**config.mk**
```make
export PLATFORM = sky130hd
export DESIGN_NAME = mem_dma_copier
export DESIGN_NICKNAME = d
export VERILOG_FILES = /design/src/rtl/mem_dma_copier.sv
export SDC_FILE = /design/constraint.sdc
export NUM_CORES = 1
export LEC_CHECK = 0
export CAP_MARGIN = 25
export CORE_MARGIN = 2
export CORE_UTILIZATION = 45
export CTS_CLUSTER_DIAMETER = 60
export DETAILED_ROUTE_END_ITERATION = 8
export GPL_TIMING_DRIVEN = 1
export HOLD_SLACK_MARGIN = 0.15
export PLACE_DENSITY = 0.69
export SLEW_MARGIN = 10
export SYNTH_ARGS = -nofsm -noshare
export SYNTH_HDL_FRONTEND = slang
export SYNTH_SLANG_ARGS = --single-unit
```
**constraint.sdc**
```tcl
create_clock -name clk -period 3.4 [get_ports clk]
set_clock_uncertainty 0.1 [all_clocks]
set_input_delay 0.34 -clock clk [delete_from_list [all_inputs] [get_ports clk]]
set_output_delay 0.34 -clock clk [all_outputs]
set_load 0.1 [all_outputs]
```
**src/rtl/mem_dma_copier.sv**
```systemverilog
// rtl/mem_dma_copier.sv - word-by-word RAM copy engine with arbiter-gated bus access
// Optional running read checksum enabled by defining MEM_DMA_CHECKSUM_EN.
module mem_dma_copier #(
  parameter int ADDR_LEN = 16,
  parameter int CNT_W    = 16
) (
  input  logic             clk,
  input  logic             rst,
  input  logic             cmd_valid,
  output logic             cmd_ready,
  input  logic [31:0]      cmd_src,
  input  logic [31:0]      cmd_dst,
  input  logic [CNT_W-1:0] cmd_len,
  output logic             busy,
  output logic             done,
  output logic             err,
  input  logic             mem_gnt,
  output logic [31:0]      mem_addr,
  output logic             mem_we,
  output logic [31:0]      mem_wdata,
  input  logic [31:0]      mem_rdata
`ifdef MEM_DMA_CHECKSUM_EN
  ,
  output logic [31:0]      checksum
`endif
);

  localparam logic [32:0] BYTE_LIMIT = (33'd1 << (ADDR_LEN + 2)) - 33'd1;

  typedef enum logic [2:0] {
    S_IDLE,
    S_CHECK,
    S_READ,
    S_WRITE,
    S_DONE
  } state_t;

  state_t           state, state_nxt;
  logic [31:0]      src_ptr, dst_ptr, buffer, last_addr;
  logic [CNT_W-1:0] remaining;
  logic             rejected;

  logic [32:0]      span, src_last, dst_last;
  logic             check_fail;

  // Last-word addresses in 33 bits so a range that runs past 4 GiB cannot wrap into range.
  always_comb begin
    span       = {{(31 - CNT_W){1'b0}}, remaining, 2'b00};
    src_last   = {1'b0, src_ptr} + span - 33'd4;
    dst_last   = {1'b0, dst_ptr} + span - 33'd4;
    check_fail = (src_ptr[1:0] != 2'b00) || (dst_ptr[1:0] != 2'b00) ||
                 ((remaining != '0) && ((src_last > BYTE_LIMIT) || (dst_last > BYTE_LIMIT)));
  end

  always_comb begin
    state_nxt = state;
    unique case (state)
      S_IDLE:  if (cmd_valid) state_nxt = S_CHECK;
      S_CHECK: state_nxt = (check_fail || remaining == '0) ? S_DONE : S_READ;
      S_READ:  if (mem_gnt) state_nxt = S_WRITE;
      S_WRITE: if (mem_gnt) state_nxt = (remaining == CNT_W'(1)) ? S_DONE : S_READ;
      S_DONE:  state_nxt = S_IDLE;
      default: state_nxt = S_IDLE;
    endcase
  end

  always_ff @(posedge clk) begin
    if (rst) begin
      state     <= S_IDLE;
      src_ptr   <= '0;
      dst_ptr   <= '0;
      buffer    <= '0;
      last_addr <= '0;
      remaining <= '0;
      rejected  <= 1'b0;
    end else begin
      state <= state_nxt;
      case (state)
        S_IDLE: begin
          if (cmd_valid) begin
            src_ptr   <= cmd_src;
            dst_ptr   <= cmd_dst;
            remaining <= cmd_len;
            rejected  <= 1'b0;
          end
        end
        S_CHECK: rejected <= check_fail;
        S_READ: begin
          last_addr <= src_ptr;
          if (mem_gnt) begin
            buffer  <= mem_rdata;
            src_ptr <= src_ptr + 32'd4;
          end
        end
        S_WRITE: begin
          last_addr <= dst_ptr;
          if (mem_gnt) begin
            dst_ptr   <= dst_ptr + 32'd4;
            remaining <= remaining - CNT_W'(1);
          end
        end
        default: ;
      endcase
    end
  end

`ifdef MEM_DMA_CHECKSUM_EN
  always_ff @(posedge clk) begin
    if (rst) begin
      checksum <= '0;
    end else if (state == S_IDLE && cmd_valid) begin
      checksum <= '0;
    end else if (state == S_READ && mem_gnt) begin
      checksum <= checksum + mem_rdata;
    end
  end
`endif

  // Address bus parks on the last driven address whenever no access is in flight.
  always_comb begin
    cmd_ready = (state == S_IDLE);
    busy      = (state != S_IDLE);
    done      = (state == S_DONE);
    err       = (state == S_DONE) && rejected;
    mem_we    = (state == S_WRITE) && mem_gnt;
    mem_wdata = buffer;
    case (state)
      S_READ:  mem_addr = src_ptr;
      S_WRITE: mem_addr = dst_ptr;
      default: mem_addr = last_addr;
    endcase
  end

endmodule
```
==> impl_metrics.yaml <==
floorplan:
  fp-row-count: 59
  die_h_um: 167
  fp.coreArea_um2: 26000
  die_area_um2: 27700
  dieWidth_um: 167
  start_util_pct: 45.7
  pin_count: 185
detailed_routing:
  wl_met2_mm: 19.9
  firstDrtPassIters: 5
  routed_wl_mm: 42.9
  wl_per_cell_um: 19.0
  via_per_inst: 5.91
  top_layer: "met4"
  drc_errors: 0
  drt_iter0_markers: 1125
  wl_met3_mm: 2.91
  vias: 13400
  drt-met1-wl_mm: 18.0
  postRouteAntennaNets: 0
global_route:
  antenna_found_initial: 0
  grt_pass1_vias: 12700
  grt_overflow: 0
  grt_pass1_wl_mm: 67.0
  grt.total_usage_pct: 29.7
  grt_max_degree: 73
worst_hold_path:
  whs_path_depth: 2
  worst_hold_startpoint: "rst"
  hp-class: "primary input to flip-flop"
timing:
  fin_crit_ns: 3.45
  maxClockFrequency_mhz: 290
  drv_slew: 0
  slew_headroom_pct: 32.1
  tns_ns: -0.0457
  worst_pin_slew_ns: 1.01
  post-route-period-util_pct: 101
  rsz0062_at_grt: "yes"
  worst_slack_ns: -0.0457
  finalHoldViolCount: 0
  setup_viol: 1
worst_setup_path:
  cp_max_fo: 7
  r2r_start: "remaining[15]$_SDFFE_PP0P_"
  path_class: "flip-flop to flip-flop"
  path_delay_family: "simple AND/OR/NAND/NOR gates"
  worstPathRequired_ns: 3.68
  cp_data_arrival_time_ns: 3.73
  cp_slowest_cell: "ha_2"
  end_kind: "flip-flop"
  path_depth: 15
  worstPathCellList: "inv_1 -> ha_1 -> inv_1 -> ha_2 -> nand4_1 -> buf_4 -> nor3_4 -> a32oi_4 -> buf_4 -> and3_1 -> a211oi_1 -> o2111a_1 -> nand4_4 -> nor4b_4 -> a21o_1"
  crit_path_start_kind: "flip-flop"
  critical_path.max_stage_delay_ns: 0.41
  path_buf_inv: 4
  crit_path_start: "remaining[15]$_SDFFE_PP0P_"
  ff2ff_path_depth: 15
finish:
  fillers: 2399
  antenna_cells: 0
  drive_above_1_share_pct: 15.5
  fin_nets: 2150
  syn_to_final_growth_pct: 31.6
synth:
  synth_edf_count: 0
  syn_nets: 1912
  syn_area_um2: 11900
  netlist.area_leader.share_pct: 24.9
  syn_inst: 1676
  synthTopCellsByArea: "dfxtp_1 (25%), ha_1 (12%), a21oi_1 (7.7%), nand2_1 (7.4%), o21ai_0 (5.6%)"
  yosys.area.top_type: "dfxtp_1"
  synth_cell_type_count: 85
  ys_seq_area_share_pct: 24.9
  syn_area_per_cell_um2: 7.09
  synth_flop_cell: "dfxtp_1"
  yosys_warnings: 0
  synthArstFlopShare_pct: 0
  synth_seq_cells: 148
power_and_ir_drop:
  vdd_drop_max_mv: 0.296
  powerDensity_nw_per_um2: 401
  power_frac_comb_pct: 38.6
  power_frac_clock_pct: 31.7
  p_sw_share_pct: 38.3
  p_total_mw: 6.28
  seqPwrFrac_pct: 29.7
  switchingPower_mw: 2.40
  p_leak_nw: 6.56
  p_int_mw: 3.87
clock_tree:
  clk_latency_ns: 0.44
  cts_root_buf: "clkbuf_16"
  cts_buffers: 17
  postCtsHoldBufs: 0
  clk_pin_slew_ns: 0.08
  cts_tree: "yes"
  ctsHtreeMaxLevel: 4
  clock-sinks: 148
  clock_path_buffers: 2
place:
  gp_congestion: 0.990
  port_buffers: 184
  hpwl_mm: 32.6
job:
  cap_violations: 0
status:
  violations: "setup timing"
  outcome: "finished, violations left"
## power groups by stage
| stage | sequential (mW) | combinational [mW] | clock, mW |
|---|---|---|---|
| after CTS | 1.86 | 2.18 | 2.01 |
| after global routing | 1.87 | 2.63 | 2.08 |
| after detailed placement | 1.90 | 2.14 | 0 |
| final | 1.87 | 2.42 | 1.99 |
| after global placement | 1.90 | 2.12 | 0 |
| after floorplan | 1.90 | 1.39 | 0 |
## synth_stat cells (15+ instances only)
master	count
a211oi_1	22
ha_1	118
dfxtp_1	148
a22oi_1	26
nand3_1	43
and2_1	15
o21ai_0	133
nand4_1	18
nor3_1	37
inv_1	157
o31ai_1	16
and3_1	16
nand2_1	235
o211ai_1	18
nor2_1	140
mux2i_1	38
a21oi_1	184
clkbuf_1	72
nor2b_1	37
## path summary, 6_finish.rpt
| check | slack [ns] | end |
|---|---|---|
| worst max-delay path | -0.05 | state[1]$_SDFFE_PP0P_ |
| worst min register to register | 0.35 | mem_wdata[24]$_SDFFE_PP0P_ |
| worst max register to register | -0.05 | state[1]$_SDFFE_PP0P_ |
| worst min-delay path | 0.28 | last_addr[0]$_SDFF_PP0_ |
## repair_timing
action / CTS / global route
setup endpoints to repair: 3 / 3
pin swaps: 3 / 33
endpoints found under the hold margin: 0 / 0
setup buffers: 1 / 7
resized for setup: 8 / 78
## logic make-up after synthesis
| family | synth area share (%) |
|---|---|
| compound gates | 27.2 |
| fa+ha+maj | 12.8 |
| flops | 24.9 |
| simple gates | 23.6 |
| xor+xnor | 0.369 |
| mux | 3.30 |
| buf+inv | 7.92 |
## worst reg2reg max path: cells and delay by family, from the launching register on
| kind | cells | cell delay [ns] |
|---|---|---|
| buf+inv | 4 | 0.59 |
| fa+ha+maj | 2 | 0.60 |
| compound gates | 4 | 0.76 |
| simple gates | 5 | 1.05 |
| flops | 1 | 0.31 |
## state kept, by name, indices dropped and copies added, names as in the netlist
name       count
src_ptr       32
mem_wdata     32
rejected       1
state          3
remaining     16
dst_ptr       32
last_addr     32
## final cells by class
| cell class | count | area [um^2] | area share (%) |
|---|---|---|---|
| inverters | 157 | 592 | 3.78 |
| flip-flops and latches | 148 | 2970 | 19.0 |
| clock buffers | 18 | 429 | 2.74 |
| multi-input cells | 1286 | 8400 | 53.7 |
| repair buffers | 304 | 2670 | 17.1 |
| clock inverters | 14 | 159 | 1.02 |
| well taps | 335 | 419 | 2.68 |
## layer usage
metal	GRT usage [%]	vias up
met5	0	-
met4	13.4	0
met3	5.25	107
met2	49.4	564
met1	37.5	6291
li1	-	6396
## through the flow
| step | util [%] | hold WS, ns | instance area [um^2] | std cells | setup slack [ns] |
|---|---|---|---|---|---|
| global route | 60.2 | 0.307 | 15600 | 2262 | -0.165 |
| CTS | 58.6 | 0.274 | 15200 | 2255 | 0.00803 |
| detailed placement | 56.2 | 0.348 | 14600 | 2222 | -0.0773 |
| floorplan | - | 0.343 | 11900 | 1676 | 0.0470 |
| global placement | 56.2 | 0.341 | 14600 | 2222 | 0.0130 |
| finish | 60.2 | 0.276 | 15600 | 2262 | -0.0457 |
## cell usage in the layout, fill, tap and decap left out, drive strengths merged, types with 11 or more instances in the layout
cell type,count
nand2,235
a21oi,195
inv,166
buf,158
dfxtp,148
clkdlybuf4s50,146
o21ai,145
nor2,140
ha,118
nand3,43
mux2i,38
nor3,38
nor2b,37
a22oi,28
a211oi,23
nand4,19
o211ai,18
clkbuf,18
and3,17
o31ai,16
and2,15
nor4,15
and4,12
o21a,12
a31oi,11
Power figures use the tool's default switching activity.
